`src/rtl/jstk2_spi_if.sv`:
```
// Handshake and serial bus bundle between the PmodJSTK2 SPI master and its controller/slave side.
interface jstk2_spi_if;
    logic        START;
    logic [39:0] TX_DATA;
    logic        MISO;
    logic        SS;
    logic        SCLK;
    logic        MOSI;
    logic        BUSY;
    logic        DONE;
    logic [39:0] RX_DATA;
    logic [9:0]  X_POS;
    logic [9:0]  Y_POS;
    logic [1:0]  BTN;

    modport master (
        input  START, TX_DATA, MISO,
        output SS, SCLK, MOSI, BUSY, DONE, RX_DATA, X_POS, Y_POS, BTN
    );

    modport slave (
        output START, TX_DATA, MISO,
        input  SS, SCLK, MOSI, BUSY, DONE, RX_DATA, X_POS, Y_POS, BTN
    );
endinterface

```
`src/rtl/jstk2_spi_master.sv`:
```
// SPI mode-0 master running one 5-byte PmodJSTK2 transaction per START and decoding X/Y/buttons.
// SCLK is generated from a half-period enable tick on CLK; it is only ever a data output.
module jstk2_spi_master #(
    parameter int HALF_CNT    = 90,
    parameter int SS_LEAD_HP  = 2,
    parameter int BYTE_GAP_HP = 2,
    parameter int SS_TRAIL_HP = 2
) (
    input  logic         CLK,
    input  logic         RST,
    jstk2_spi_if.master  bus
);
    localparam int CNT_W = (HALF_CNT > 0) ? $clog2(HALF_CNT + 1) : 1;
    localparam int HP_W  = 4;

    localparam logic [2:0] S_IDLE  = 3'd0;
    localparam logic [2:0] S_LEAD  = 3'd1;
    localparam logic [2:0] S_SHIFT = 3'd2;
    localparam logic [2:0] S_GAP   = 3'd3;
    localparam logic [2:0] S_TRAIL = 3'd4;

    logic [2:0]       state;
    logic [CNT_W-1:0] div_cnt;
    logic [HP_W-1:0]  hp_cnt;
    logic [2:0]       bit_cnt;
    logic [2:0]       byte_cnt;
    logic [39:0]      tx_sr;
    logic [39:0]      rx_sr;
    logic             tick;

    logic             ss_q, sclk_q, mosi_q, busy_q, done_q;
    logic [39:0]      rx_data_q;
    logic [9:0]       x_pos_q, y_pos_q;
    logic [1:0]       btn_q;

    assign tick = (div_cnt == CNT_W'(HALF_CNT));

    // NOTE: every register below is written with non-blocking assignments in one clocked
    // block, so each tick decision sees the pre-edge values of all state regardless of order.
    always_ff @(posedge CLK) begin
        if (RST) begin
            state     <= S_IDLE;
            div_cnt   <= '0;
            hp_cnt    <= '0;
            bit_cnt   <= '0;
            byte_cnt  <= '0;
            tx_sr     <= '0;
            rx_sr     <= '0;
            ss_q      <= 1'b1;
            sclk_q    <= 1'b0;
            mosi_q    <= 1'b0;
            busy_q    <= 1'b0;
            done_q    <= 1'b0;
            rx_data_q <= '0;
            x_pos_q   <= '0;
            y_pos_q   <= '0;
            btn_q     <= '0;
        end else begin
            done_q <= 1'b0;

            if (state == S_IDLE || tick)
                div_cnt <= '0;
            else
                div_cnt <= div_cnt + 1'b1;

            case (state)
                S_IDLE: begin
                    mosi_q <= 1'b0;
                    if (bus.START) begin
                        tx_sr    <= bus.TX_DATA;
                        mosi_q   <= bus.TX_DATA[39];
                        ss_q     <= 1'b0;
                        busy_q   <= 1'b1;
                        hp_cnt   <= '0;
                        bit_cnt  <= '0;
                        byte_cnt <= '0;
                        state    <= S_LEAD;
                    end else begin
                        busy_q <= 1'b0;
                    end
                end

                S_LEAD: begin
                    if (tick) begin
                        if (hp_cnt == HP_W'(SS_LEAD_HP - 1)) begin
                            hp_cnt <= '0;
                            state  <= S_SHIFT;
                        end else begin
                            hp_cnt <= hp_cnt + 1'b1;
                        end
                    end
                end

                S_SHIFT: begin
                    if (tick) begin
                        if (!sclk_q) begin
                            sclk_q <= 1'b1;
                            rx_sr  <= {rx_sr[38:0], bus.MISO};
                        end else begin
                            sclk_q  <= 1'b0;
                            tx_sr   <= {tx_sr[38:0], 1'b0};
                            mosi_q  <= tx_sr[38];
                            bit_cnt <= bit_cnt + 1'b1;
                            if (bit_cnt == 3'd7) begin
                                if (byte_cnt == 3'd4) begin
                                    state <= S_TRAIL;
                                end else begin
                                    byte_cnt <= byte_cnt + 1'b1;
                                    state    <= S_GAP;
                                end
                            end
                        end
                    end
                end

                S_GAP: begin
                    if (tick) begin
                        if (hp_cnt == HP_W'(BYTE_GAP_HP - 1)) begin
                            hp_cnt <= '0;
                            state  <= S_SHIFT;
                        end else begin
                            hp_cnt <= hp_cnt + 1'b1;
                        end
                    end
                end

                S_TRAIL: begin
                    if (tick) begin
                        if (hp_cnt == HP_W'(SS_TRAIL_HP - 1)) begin
                            hp_cnt    <= '0;
                            ss_q      <= 1'b1;
                            mosi_q    <= 1'b0;
                            done_q    <= 1'b1;
                            rx_data_q <= rx_sr;
                            // Byte layout: b0=[39:32] b1=[31:24] b2=[23:16] b3=[15:8] b4=[7:0]
                            x_pos_q   <= {rx_sr[25:24], rx_sr[39:32]};
                            y_pos_q   <= {rx_sr[9:8],   rx_sr[23:16]};
                            btn_q     <= rx_sr[1:0];
                            state     <= S_IDLE;
                        end else begin
                            hp_cnt <= hp_cnt + 1'b1;
                        end
                    end
                end

                default: state <= S_IDLE;
            endcase
        end
    end

    assign bus.SS      = ss_q;
    assign bus.SCLK    = sclk_q;
    assign bus.MOSI    = mosi_q;
    assign bus.BUSY    = busy_q;
    assign bus.DONE    = done_q;
    assign bus.RX_DATA = rx_data_q;
    assign bus.X_POS   = x_pos_q;
    assign bus.Y_POS   = y_pos_q;
    assign bus.BTN     = btn_q;
endmodule
```
`src/flat_wrapper.sv`:
```
// flat-port wrapper written by rule: the top's interface ports become plain ports
module jstk2_spi_master_flat 
#(
    parameter int HALF_CNT    = 90,
    parameter int SS_LEAD_HP  = 2,
    parameter int BYTE_GAP_HP = 2,
    parameter int SS_TRAIL_HP = 2
)
  (CLK, RST, bus_START, bus_TX_DATA, bus_MISO, bus_SS, bus_SCLK, bus_MOSI, bus_BUSY, bus_DONE, bus_RX_DATA, bus_X_POS, bus_Y_POS, bus_BTN);
  jstk2_spi_if bus_i ();
  input  logic CLK;
  input  logic RST;
  input wire logic [$bits(bus_i.START)-1:0] bus_START;
  input wire logic [$bits(bus_i.TX_DATA)-1:0] bus_TX_DATA;
  input wire logic [$bits(bus_i.MISO)-1:0] bus_MISO;
  output wire logic [$bits(bus_i.SS)-1:0] bus_SS;
  output wire logic [$bits(bus_i.SCLK)-1:0] bus_SCLK;
  output wire logic [$bits(bus_i.MOSI)-1:0] bus_MOSI;
  output wire logic [$bits(bus_i.BUSY)-1:0] bus_BUSY;
  output wire logic [$bits(bus_i.DONE)-1:0] bus_DONE;
  output wire logic [$bits(bus_i.RX_DATA)-1:0] bus_RX_DATA;
  output wire logic [$bits(bus_i.X_POS)-1:0] bus_X_POS;
  output wire logic [$bits(bus_i.Y_POS)-1:0] bus_Y_POS;
  output wire logic [$bits(bus_i.BTN)-1:0] bus_BTN;
  assign bus_i.START = bus_START;
  assign bus_i.TX_DATA = bus_TX_DATA;
  assign bus_i.MISO = bus_MISO;
  assign bus_SS = bus_i.SS;
  assign bus_SCLK = bus_i.SCLK;
  assign bus_MOSI = bus_i.MOSI;
  assign bus_BUSY = bus_i.BUSY;
  assign bus_DONE = bus_i.DONE;
  assign bus_RX_DATA = bus_i.RX_DATA;
  assign bus_X_POS = bus_i.X_POS;
  assign bus_Y_POS = bus_i.Y_POS;
  assign bus_BTN = bus_i.BTN;
  jstk2_spi_master #(.HALF_CNT(HALF_CNT), .SS_LEAD_HP(SS_LEAD_HP), .BYTE_GAP_HP(BYTE_GAP_HP), .SS_TRAIL_HP(SS_TRAIL_HP)) u_core (.CLK(CLK), .RST(RST), .bus(bus_i));
endmodule
```
`config.mk`:
```
export PLATFORM = sky130hd
export DESIGN_NAME = jstk2_spi_master_flat
export DESIGN_NICKNAME = d
export VERILOG_FILES = /design/src/rtl/jstk2_spi_if.sv /design/src/rtl/jstk2_spi_master.sv /design/src/flat_wrapper.sv
export SDC_FILE = /design/constraint.sdc
export NUM_CORES = 1
export LEC_CHECK = 0
export BUFFER_PORTS_ARGS = -buffer_cell sky130_fd_sc_hd__buf_2
export CORE_ASPECT_RATIO = 1.2
export CORE_MARGIN = 4
export CORE_UTILIZATION = 30
export CTS_BUF_LIST = sky130_fd_sc_hd__clkbuf_8
export DETAILED_ROUTE_END_ITERATION = 8
export MAX_ROUTING_LAYER = met4
export SYNTH_ARGS = -nofsm -noshare
export SYNTH_HDL_FRONTEND = slang
export SYNTH_SLANG_ARGS = --single-unit
export TNS_END_PERCENT = 30
```
`constraint.sdc`:
```
create_clock -name CLK -period 2.4 [get_ports CLK]
set_input_delay 0.36 -clock CLK [delete_from_list [all_inputs] [get_ports CLK]]
set_output_delay 0.36 -clock CLK [all_outputs]
set_load 0.1 [all_outputs]
```
==> impl_metrics.py, run 1 <==
metrics = {
    "status": {
        "run_status": "finished, final reports clean",
    },
    "route": {
        "drt-total-wl_mm": 13.6,
        "drc_errors": 0,
        "dr.pass1.iters": 4,
        "first_iter_violations": 310,
        "ant_nets": 0,
        "vias_per_cell": 4.81,
        "wl_per_cell_um": 13.6,
        "vias": 4820,
    },
    "clock_network": {
        "cts_buffer_depth": 2,
        "cts-buffers-inserted": 17,
        "cts_tree": "built",
        "postCtsResizedCells": 0,
        "htree_levels": 4,
        "ctsHoldBuffers": 0,
        "clkSinkCount": 144,
        "post-cts-setup-buffers": 0,
        "clk_pin_slew_ns": 0.08,
        "clock_latency_ns": 0.44,
        "root_buffer": "clkbuf_8",
    },
    "sta": {
        "slew_viol_final": 0,
        "worst_pin_slew_ns": 0.943,
        "finalHoldViolCount": 0,
        "rsz0062_at_grt": "false",
        "max-slew-margin-rel": 0.366,
        "fin_skew_ns": 0.0117,
        "period_minus_slack_ns": 2.14,
        "finalCritPeriodShare": 0.890,
        "setup_viol": 0,
        "fmax_mhz": 468,
        "fin_hold_ws_ns": 0.149,
        "fin_setup_tns_ns": 0,
    },
    "global_routing": {
        "grt_first_pass_wirelength_mm": 22.0,
        "grt_pass1_vias": 4459,
        "overflow": 0,
        "grt.total_usage": 0.125,
        "grt_max_degree": 101,
        "grt_antenna_before_repair": 0,
    },
    "synth": {
        "yosys_warnings": 0,
        "synth_top_area_share": 0.495,
        "async_flop_share": 0,
        "synth_edf_count": 0,
        "yosysTopAreaCell": "dfxtp_1",
        "ys_types": 49,
        "synth-seq-area-share": 0.495,
        "yosysMostFrequentCell": "nand2_1",
        "syn_avg_cell_area_um2": 8.72,
        "synthFlopType": "dfxtp_1",
        "ys_seq_elements": 144,
        "synth_common_cells": "nand2_1 (165), dfxtp_1 (144), a21oi_1 (89), a22o_1 (40), clkbuf_1 (40)",
        "synthesis.nets": 720,
        "syn_inst": 668,
        "synthTopCellsByArea": "dfxtp_1 (49%), nand2_1 (11%), a21oi_1 (7.6%)",
        "syn_area_um2": 5820,
    },
    "cells_and_area": {
        "final_cells": 1002,
        "nFillCells": 2000,
        "final_util": 0.361,
        "multi_input_area_um2": 2540,
        "register_area_um2": 2880,
        "final_nets": 788,
        "antenna_cells": 0,
        "syn_to_final_growth_pct": 17.6,
        "drive_gt1_frac": 0.216,
    },
    "floorplanning": {
        "fp-row-count": 55,
        "dieHeight_um": 161,
        "coreArea_um2": 19000,
        "pin_count": 111,
        "start_util": 0.307,
        "dieArea_um2": 21700,
        "dieWidth_um": 135,
    },
    "placement": {
        "gp_routability_congestion": 0.743,
        "io_buffers": 110,
        "dpl.hpwl_mm": 8.40,
        "place_inst": 972,
    },
    "power": {
        "clkPwrFrac": 0.390,
        "seqPwrFrac": 0.541,
        "power-per-cell-area_nw_per_um2": 672,
        "power.leakage_nw": 2.72,
        "switchingPower_w": 0.00113,
        "p_comb_frac": 0.069,
        "switching_share": 0.246,
        "p_int_w": 0.00347,
        "peakVddDrop_mv": 0.327,
    },
    "min_path": {
        "worstHoldPathType": "in2reg",
    },
    "setup_path": {
        "worstSetupEndpointType": "flop",
        "critPathMaxFanout": 38,
        "slowest_delay_ns": 0.49,
        "crit_chain": "inv_1 > ha_1 > and4bb_1 > buf_4 > a31oi_1 > nor2_2 > buf_12 > a311oi_1",
        "worst_ep_required_time_ns": 2.74,
        "cp-start-kind": "flop",
        "cp.arrival_ns": 2.48,
        "slowest_stage": "a31oi_1",
        "path_class": "reg2reg",
    },
    "job": {
        "max_cap_violations": 0,
    },
}
[worst max-delay path: cells and delay by family (launching register included)]
| family | cells | cell delay, ns |
|---|---|---|
| compound gates | 2 | 0.73 |
| fa+ha+maj | 1 | 0.20 |
| buf+inv | 3 | 0.41 |
| flops | 1 | 0.37 |
| simple gates | 2 | 0.32 |
[power groups by stage]
stage | Clock [W] | Sequential, W | Combinational [W]
6_report | 0.00180 | 0.00249 | 0.000320
5_1_grt | 0.00195 | 0.00250 | 0.000357
4_1_cts | 0.00185 | 0.00249 | 0.000318
3_5_place_dp | 0 | 0.00254 | 0.000317
3_3_place_gp | 0 | 0.00254 | 0.000317
2_1_floorplan | 0 | 0.00256 | 0.000192
[area by class of cell]
cell class | instances | share of cell area
sequential | 144 | 0.421
multi-input combinational | 440 | 0.370
timing repair buffer | 126 | 0.106
tap | 256 | 0.0468
clock buffer | 17 | 0.0342
clock inverter | 12 | 0.0185
inverter | 7 | 0.00384
[cells by family after synthesis]
| logic type | after synthesis | share of synthesized area |
|---|---|---|
| buffers and inverters | 85 | 0.0778 |
| muxes | 2 | 0.00344 |
| DFF | 144 | 0.495 |
| adders and majority gates | 8 | 0.0172 |
| AOI/OAI and AO/OA | 195 | 0.228 |
| xor gates and xnor gates | 5 | 0.00752 |
| and+or+nand+nor | 229 | 0.171 |
[metrics by stage]
stage | cell area [µm²] | setup WS (ns) | power (W)
after CTS | 6830 | 0.0857 | 0.00465
after global placement | 6470 | 0.122 | 0.00286
after floorplan | 5820 | 0.0736 | 0.00275
final | 6850 | 0.263 | 0.00460
after detailed placement | 6470 | 0.100 | 0.00286
after global routing | 6850 | 0.0779 | 0.00480
[path summary, 6_finish.rpt]
kind,startpoint,end,slack (ns),depth (start not counted)
max,u_core.div_cnt[0],u_core.tx_sr[30],0.26,8
min,bus_MISO,u_core.rx_sr[0],0.15,3
max reg2reg,u_core.div_cnt[0],u_core.tx_sr[30],0.26,8
min reg2reg,u_core.rx_sr[39],u_core.rx_sr[39],0.46,2
[sequential cells by signal (all words and copies together) (netlist names)]
signal              cells
u_core.rx_sr           40
u_core.tx_sr           39
u_core.bus.RX_DATA     21
u_core.bus.X_POS        9
u_core.bus.Y_POS        9
u_core.div_cnt          7
u_core.hp_cnt           4
u_core.bit_cnt          3
u_core.byte_cnt         3
u_core.state            3
u_core.bus.BTN          1
u_core.bus.BUSY         1
u_core.bus.DONE         1
u_core.bus.MOSI         1
u_core.bus.SCLK         1
u_core.bus.SS           1
[per-layer routing]
layer  wire length [µm]  track usage  share of wire
met5                  0            -              0
met4                119       0.0408         0.0087
met3                913       0.0370          0.067
met2               6250        0.188           0.46
met1               6360        0.162           0.47
[layout by cell type (no fill, tap or decap), types with 4 or more instances in the layout]
cell type | netlist | layout
and2_1 | 4 | 4
nor3_1 | 4 | 4
buf_2 | 11 | 109
clkbuf_8 | 0 | 17
inv_1 | 7 | 10
o31ai_1 | 4 | 4
buf_12 | 0 | 4
o21ai_0 | 7 | 7
ha_1 | 8 | 8
nand2_1 | 165 | 165
dfxtp_1 | 144 | 144
nor2_1 | 16 | 14
a21oi_1 | 89 | 88
buf_4 | 22 | 13
nand3_1 | 13 | 13
a22o_1 | 40 | 40
a311oi_1 | 38 | 38
clkinv_4 | 0 | 4
nand4_1 | 4 | 4
(Power assumes the default switching activity.)
==> inputs of run 2 (changes only) <==
--- a/config.mk
+++ b/config.mk
@@ -15,4 +15,4 @@
 export SYNTH_ARGS = -nofsm -noshare
 export SYNTH_HDL_FRONTEND = slang
 export SYNTH_SLANG_ARGS = --single-unit
-export TNS_END_PERCENT = 30
+export TNS_END_PERCENT = 50
==> constraint.sdc (replaced) <==
create_clock -name CLK -period 1.8 [get_ports CLK]
set_input_delay 0.27 -clock CLK [delete_from_list [all_inputs] [get_ports CLK]]
set_output_delay 0.27 -clock CLK [all_outputs]
set_load 0.1 [all_outputs]
==> run 2 against run 1 <==
Effect of this change:
- die area unchanged
- combinational power up 43%
- routed wire length up 9.4%
- clock skew down 0.0011 ns
- core utilization up 2.5 points
- sequential cell count unchanged
- worst hold slack worse by 0.081 ns
- non-clock buffer count up 26
- cell count up 2.8%
- critical path type unchanged
- critical endpoint is now u_core.rx_sr[14]
- largest power group unchanged
==> impl_metrics.py, run 2 (synthesized netlist as in run 1, its figures left out) <==
metrics = {
    "status": {
        "run_status": "finished, final reports clean",
    },
    "sta": {
        "max-slew-margin-rel": 0.650,
        "period_minus_slack_ns": 1.77,
        "fin_hold_ws_ns": 0.0686,
        "setup_viol": 0,
        "fmax_mhz": 565,
        "finalWorstSetupSlack_ns": 0.0312,
        "slew_viol_final": 0,
        "rsz0062_at_grt": "true",
        "worst_pin_slew_ns": 0.528,
        "finalHoldViolCount": 0,
        "fin_skew_ns": 0.0106,
        "finalCritPeriodShare": 0.983,
    },
    "setup_path": {
        "worstSetupEndpointType": "flop",
        "cp-start-kind": "flop",
        "critPathMaxFanout": 10,
        "worst-path-buf-inv": 3,
        "cp_top_family": "simple AND/OR/NAND/NOR gates",
        "ff2ff_path_depth": 7,
        "cp.arrival_ns": 2.14,
        "path_class": "reg2reg",
        "worst-path-stages": 7,
        "crit_chain": "or3b_4 > buf_12 > nor4_4 > buf_6 > clkbuf_16 > nand2_1 > a21oi_1",
        "slowest_stage": "or3b_4",
        "worst_ep_required_time_ns": 2.17,
        "slowest_delay_ns": 0.41,
    },
    "cells_and_area": {
        "drive_gt1_frac": 0.270,
        "final_cells": 1030,
        "final_nets": 813,
        "antenna_cells": 0,
        "syn_to_final_growth_pct": 25.7,
        "nFillCells": 1968,
        "top_register": "u_core.rx_sr",
        "final_common_cell": "nand2_1",
        "largest_reg_flops": 40,
        "fin_area_um2": 7320,
        "layout_common_cells": "nand2_1 (165), dfxtp_1 (140), buf_2 (109)",
    },
    "floorplanning": {
        "fp-row-count": 55,
        "dieHeight_um": 161,
        "dieArea_um2": 21700,
        "dieWidth_um": 135,
        "start_util": 0.307,
        "pin_count": 111,
        "coreArea_um2": 19000,
    },
    "placement": {
        "placed_area_um2": 6650,
        "io_buffers": 110,
        "post-place-ws_ns": -0.0267,
        "gp_routability_congestion": 0.787,
        "place_inst": 987,
        "dpl.hpwl_mm": 8.91,
    },
    "min_path": {
        "worstHoldPathType": "in2reg",
        "whs_path_depth": 3,
    },
    "clock_network": {
        "htree_levels": 4,
        "root_buffer": "clkbuf_8",
        "cts_buffer_depth": 2,
        "cts_tree": "built",
        "clkSinkCount": 144,
        "cts-buffers-inserted": 17,
        "clock_latency_ns": 0.45,
        "clk_pin_slew_ns": 0.08,
    },
    "global_routing": {
        "grt_pass1_vias": 4675,
        "grt_max_degree": 44,
        "grt_antenna_before_repair": 0,
        "grt.total_usage": 0.131,
        "grt_first_pass_wirelength_mm": 22.9,
        "overflow": 0,
    },
    "route": {
        "vias": 5051,
        "drt-total-wl_mm": 14.9,
        "wl_per_cell_um": 14.5,
        "ant_nets": 0,
        "first_iter_violations": 261,
        "vias_per_cell": 4.90,
        "dr.pass1.iters": 4,
        "drc_errors": 0,
    },
    "job": {
        "max_cap_violations": 0,
    },
    "power": {
        "power_w": 0.00646,
        "power-per-cell-area_nw_per_um2": 882,
        "power.leakage_nw": 2.94,
        "peakVddDrop_mv": 0.414,
    },
}
## run 2: layout make-up
type / count / area (µm²) / share of cell area
clock inverter: 15 / 179 / 0.0244
clock buffer: 17 / 234 / 0.0319
multi-input combinational: 439 / 2590 / 0.354
sequential: 144 / 2890 / 0.395
inverter: 7 / 26.3 / 0.00359
timing repair buffer: 152 / 1080 / 0.148
tap: 256 / 320 / 0.0437
## run 2: through the flow
step,util,setup TNS (ns)
3_5_place_dp,0.350,-0.0676
5_1_grt,0.386,-0.162
4_1_cts,0.372,0
6_report,0.386,0
2_1_floorplan,-,-2.87
3_3_place_gp,0.350,-0.00135
## run 2: final timing paths
check | slack [ns] | startpoint | end
worst min register to register | 0.45 | u_core.bus.SS | u_core.bus.SS
worst min-delay path | 0.07 | bus_MISO | u_core.rx_sr[0]
worst max register to register | 0.03 | u_core.state[1] | u_core.rx_sr[14]
worst max-delay path | 0.03 | u_core.state[1] | u_core.rx_sr[14]
## run 2: worst register-to-register path, cell delays in order (launching register included)
cell	delay [ns]
dfxtp_2	0.34
or3b_4	0.41
buf_12	0.14
nor4_4	0.25
buf_6	0.19
clkbuf_16	0.18
nand2_1	0.06
a21oi_1	0.13
## run 2: repair_timing
item,in CTS,in global routing
pin swaps,0,3
cloned,0,7
gates resized for setup,3,16
hold buffers,0,0
setup endpoints to repair,18,113
buffers inserted,0,4
## run 2: metal layers
metal / routed length (µm) / up-vias / track usage
met5: 0 / - / -
met4: 203 / 0 / 0.0440
met3: 929 / 16 / 0.0338
met2: 6990 / 133 / 0.203
met1: 6810 / 2377 / 0.165
li1: - / 2525 / -
## run 2: power breakdown
part	internal, W	switching [W]
clock network	0.00138	0.00130
registers	0.00327	0.0000451
logic	0.000180	0.000278
total	0.00483	0.00162
==> inputs of run 3 (changes only) <==
--- a/config.mk
+++ b/config.mk
@@ -6,11 +6,12 @@
 export NUM_CORES = 1
 export LEC_CHECK = 0
 export BUFFER_PORTS_ARGS = -buffer_cell sky130_fd_sc_hd__buf_2
-export CORE_ASPECT_RATIO = 1.2
+export CORE_ASPECT_RATIO = 2
 export CORE_MARGIN = 4
 export CORE_UTILIZATION = 30
 export CTS_BUF_LIST = sky130_fd_sc_hd__clkbuf_8
 export DETAILED_ROUTE_END_ITERATION = 8
+export GPL_ROUTABILITY_DRIVEN = 1
 export MAX_ROUTING_LAYER = met4
 export SYNTH_ARGS = -nofsm -noshare
 export SYNTH_HDL_FRONTEND = slang
==> run 3 against run 2 <==
Effect of this change:
- clock power decreased by 2%
- maximum frequency decreased by 1.3%
- cell count about the same
- total power decreased by 1.0%
- sequential power about the same
- sequential share of layout area decreased by 0.36 points
- critical endpoint is now u_core.rx_sr[1]
==> impl_metrics.py, run 3 (synthesized netlist as in run 1, its figures left out) <==
metrics = {
    "status": {
        "run_status": "finished, final reports clean",
    },
    "cells_and_area": {
        "fin_area_um2": 7390,
        "nFillCells": 1965,
        "drive_gt1_frac": 0.276,
        "top_register": "u_core.rx_sr",
        "largest_reg_flops": 40,
        "final_nets": 816,
        "layout_common_cells": "nand2_1 (163), dfxtp_1 (142), buf_2 (109)",
        "antenna_cells": 0,
        "final_cells": 1031,
        "final_common_cell": "nand2_1",
        "syn_to_final_growth_pct": 26.9,
    },
    "min_path": {
        "whs_path_depth": 3,
        "worstHoldPathType": "in2reg",
    },
    "sta": {
        "period_minus_slack_ns": 1.79,
        "fin_skew_ns": 0.0146,
        "rsz0062_at_grt": "true",
        "max-slew-margin-rel": 0.661,
        "slew_viol_final": 0,
        "finalCritPeriodShare": 0.996,
        "finalHoldViolCount": 0,
        "worst_pin_slew_ns": 0.508,
        "fmax_mhz": 558,
        "fin_hold_ws_ns": 0.0782,
        "setup_viol": 0,
    },
    "clock_network": {
        "cts_buffer_depth": 2,
        "ctsHoldBuffers": 0,
        "clk_pin_slew_ns": 0.09,
        "clkSinkCount": 144,
        "root_buffer": "clkbuf_8",
        "cts-buffers-inserted": 17,
        "cts_tree": "built",
        "clock_latency_ns": 0.43,
        "htree_levels": 4,
    },
    "placement": {
        "gp_routability_congestion": 0.843,
        "io_buffers": 110,
        "placed_area_um2": 6640,
        "dpl.hpwl_mm": 10.0,
        "place_inst": 987,
    },
    "setup_path": {
        "critPathMaxFanout": 10,
        "cp.arrival_ns": 2.16,
        "cp-start-kind": "flop",
        "path_class": "reg2reg",
        "worst_ep_required_time_ns": 2.16,
        "ff2ff_path_depth": 7,
        "worstSetupEndpointType": "flop",
    },
    "route": {
        "drt-total-wl_mm": 15.5,
        "vias": 5041,
        "dr.pass1.iters": 4,
        "vias_per_cell": 4.89,
        "first_iter_violations": 158,
        "ant_nets": 0,
        "drc_errors": 0,
        "wl_per_cell_um": 15.1,
    },
    "power": {
        "power-per-cell-area_nw_per_um2": 865,
        "power.leakage_nw": 2.98,
        "power_w": 0.00639,
        "peakVddDrop_mv": 0.461,
    },
    "global_routing": {
        "grt_max_degree": 47,
        "grt_antenna_before_repair": 0,
        "overflow": 0,
        "grt_pass1_vias": 4813,
        "grt_first_pass_wirelength_mm": 23.4,
        "grt.total_usage": 0.136,
    },
    "floorplanning": {
        "dieHeight_um": 205,
        "start_util": 0.308,
        "pin_count": 111,
        "dieArea_um2": 21800,
        "dieWidth_um": 107,
        "coreArea_um2": 18900,
        "fp-row-count": 71,
    },
    "job": {
        "max_cap_violations": 0,
    },
}
run 3: worst paths after layout:
kind	start	end	slack (ns)
max	u_core.state[1]	u_core.rx_sr[1]	0.008
min	bus_MISO	u_core.rx_sr[0]	0.08
max reg2reg	u_core.state[1]	u_core.rx_sr[1]	0.008
min reg2reg	u_core.bus.SS	u_core.bus.SS	0.44
run 3: timing repair:
action,4_1_cts,5_1_grt
pin swaps,0,7
setup buffers,0,4
resized for setup,2,28
setup endpoints to repair,11,119
gates cloned,0,9
run 3: layout make-up:
cell class,instances,area (µm²),area share
well taps,255,319,0.0432
inverters,7,26.3,0.00356
multi-input cells,439,2620,0.355
flip-flops and latches,144,2890,0.391
clock inverters,14,168,0.0227
repair buffers,155,1130,0.153
clock buffers,17,234,0.0317
run 3: critical path: stages, from the launching register on:
cell     delay (ns)
dfxtp_4        0.37
or3b_4         0.39
buf_12         0.14
nor4_4         0.26
buf_6          0.20
buf_6          0.17
nand2_1        0.07
a21oi_1        0.12
run 3: report_power, final:
part           switching, W  total, W  internal [W]
clock network       0.00134   0.00262       0.00128
registers         0.0000447   0.00331       0.00327
logic              0.000278  0.000461      0.000182
run 3: metal layers:
layer / track usage / vias to the layer above / part of all wire
li1: - / 2541 / -
met1: 0.147 / 2372 / 0.39
met2: 0.248 / 108 / 0.56
met3: 0.0243 / 20 / 0.035
met4: 0.0457 / 0 / 0.019
met5: - / - / 0
run 3: per-stage QoR:
stage | util | TNS (ns) | setup WS [ns]
after CTS | 0.373 | 0 | 0.00435
after detailed placement | 0.351 | -0.000575 | -0.000575
after global routing | 0.391 | -2.04 | -0.0648
after global placement | 0.351 | 0 | 0.0377
final | 0.391 | 0 | 0.00807
after floorplan | - | -2.87 | -0.0491
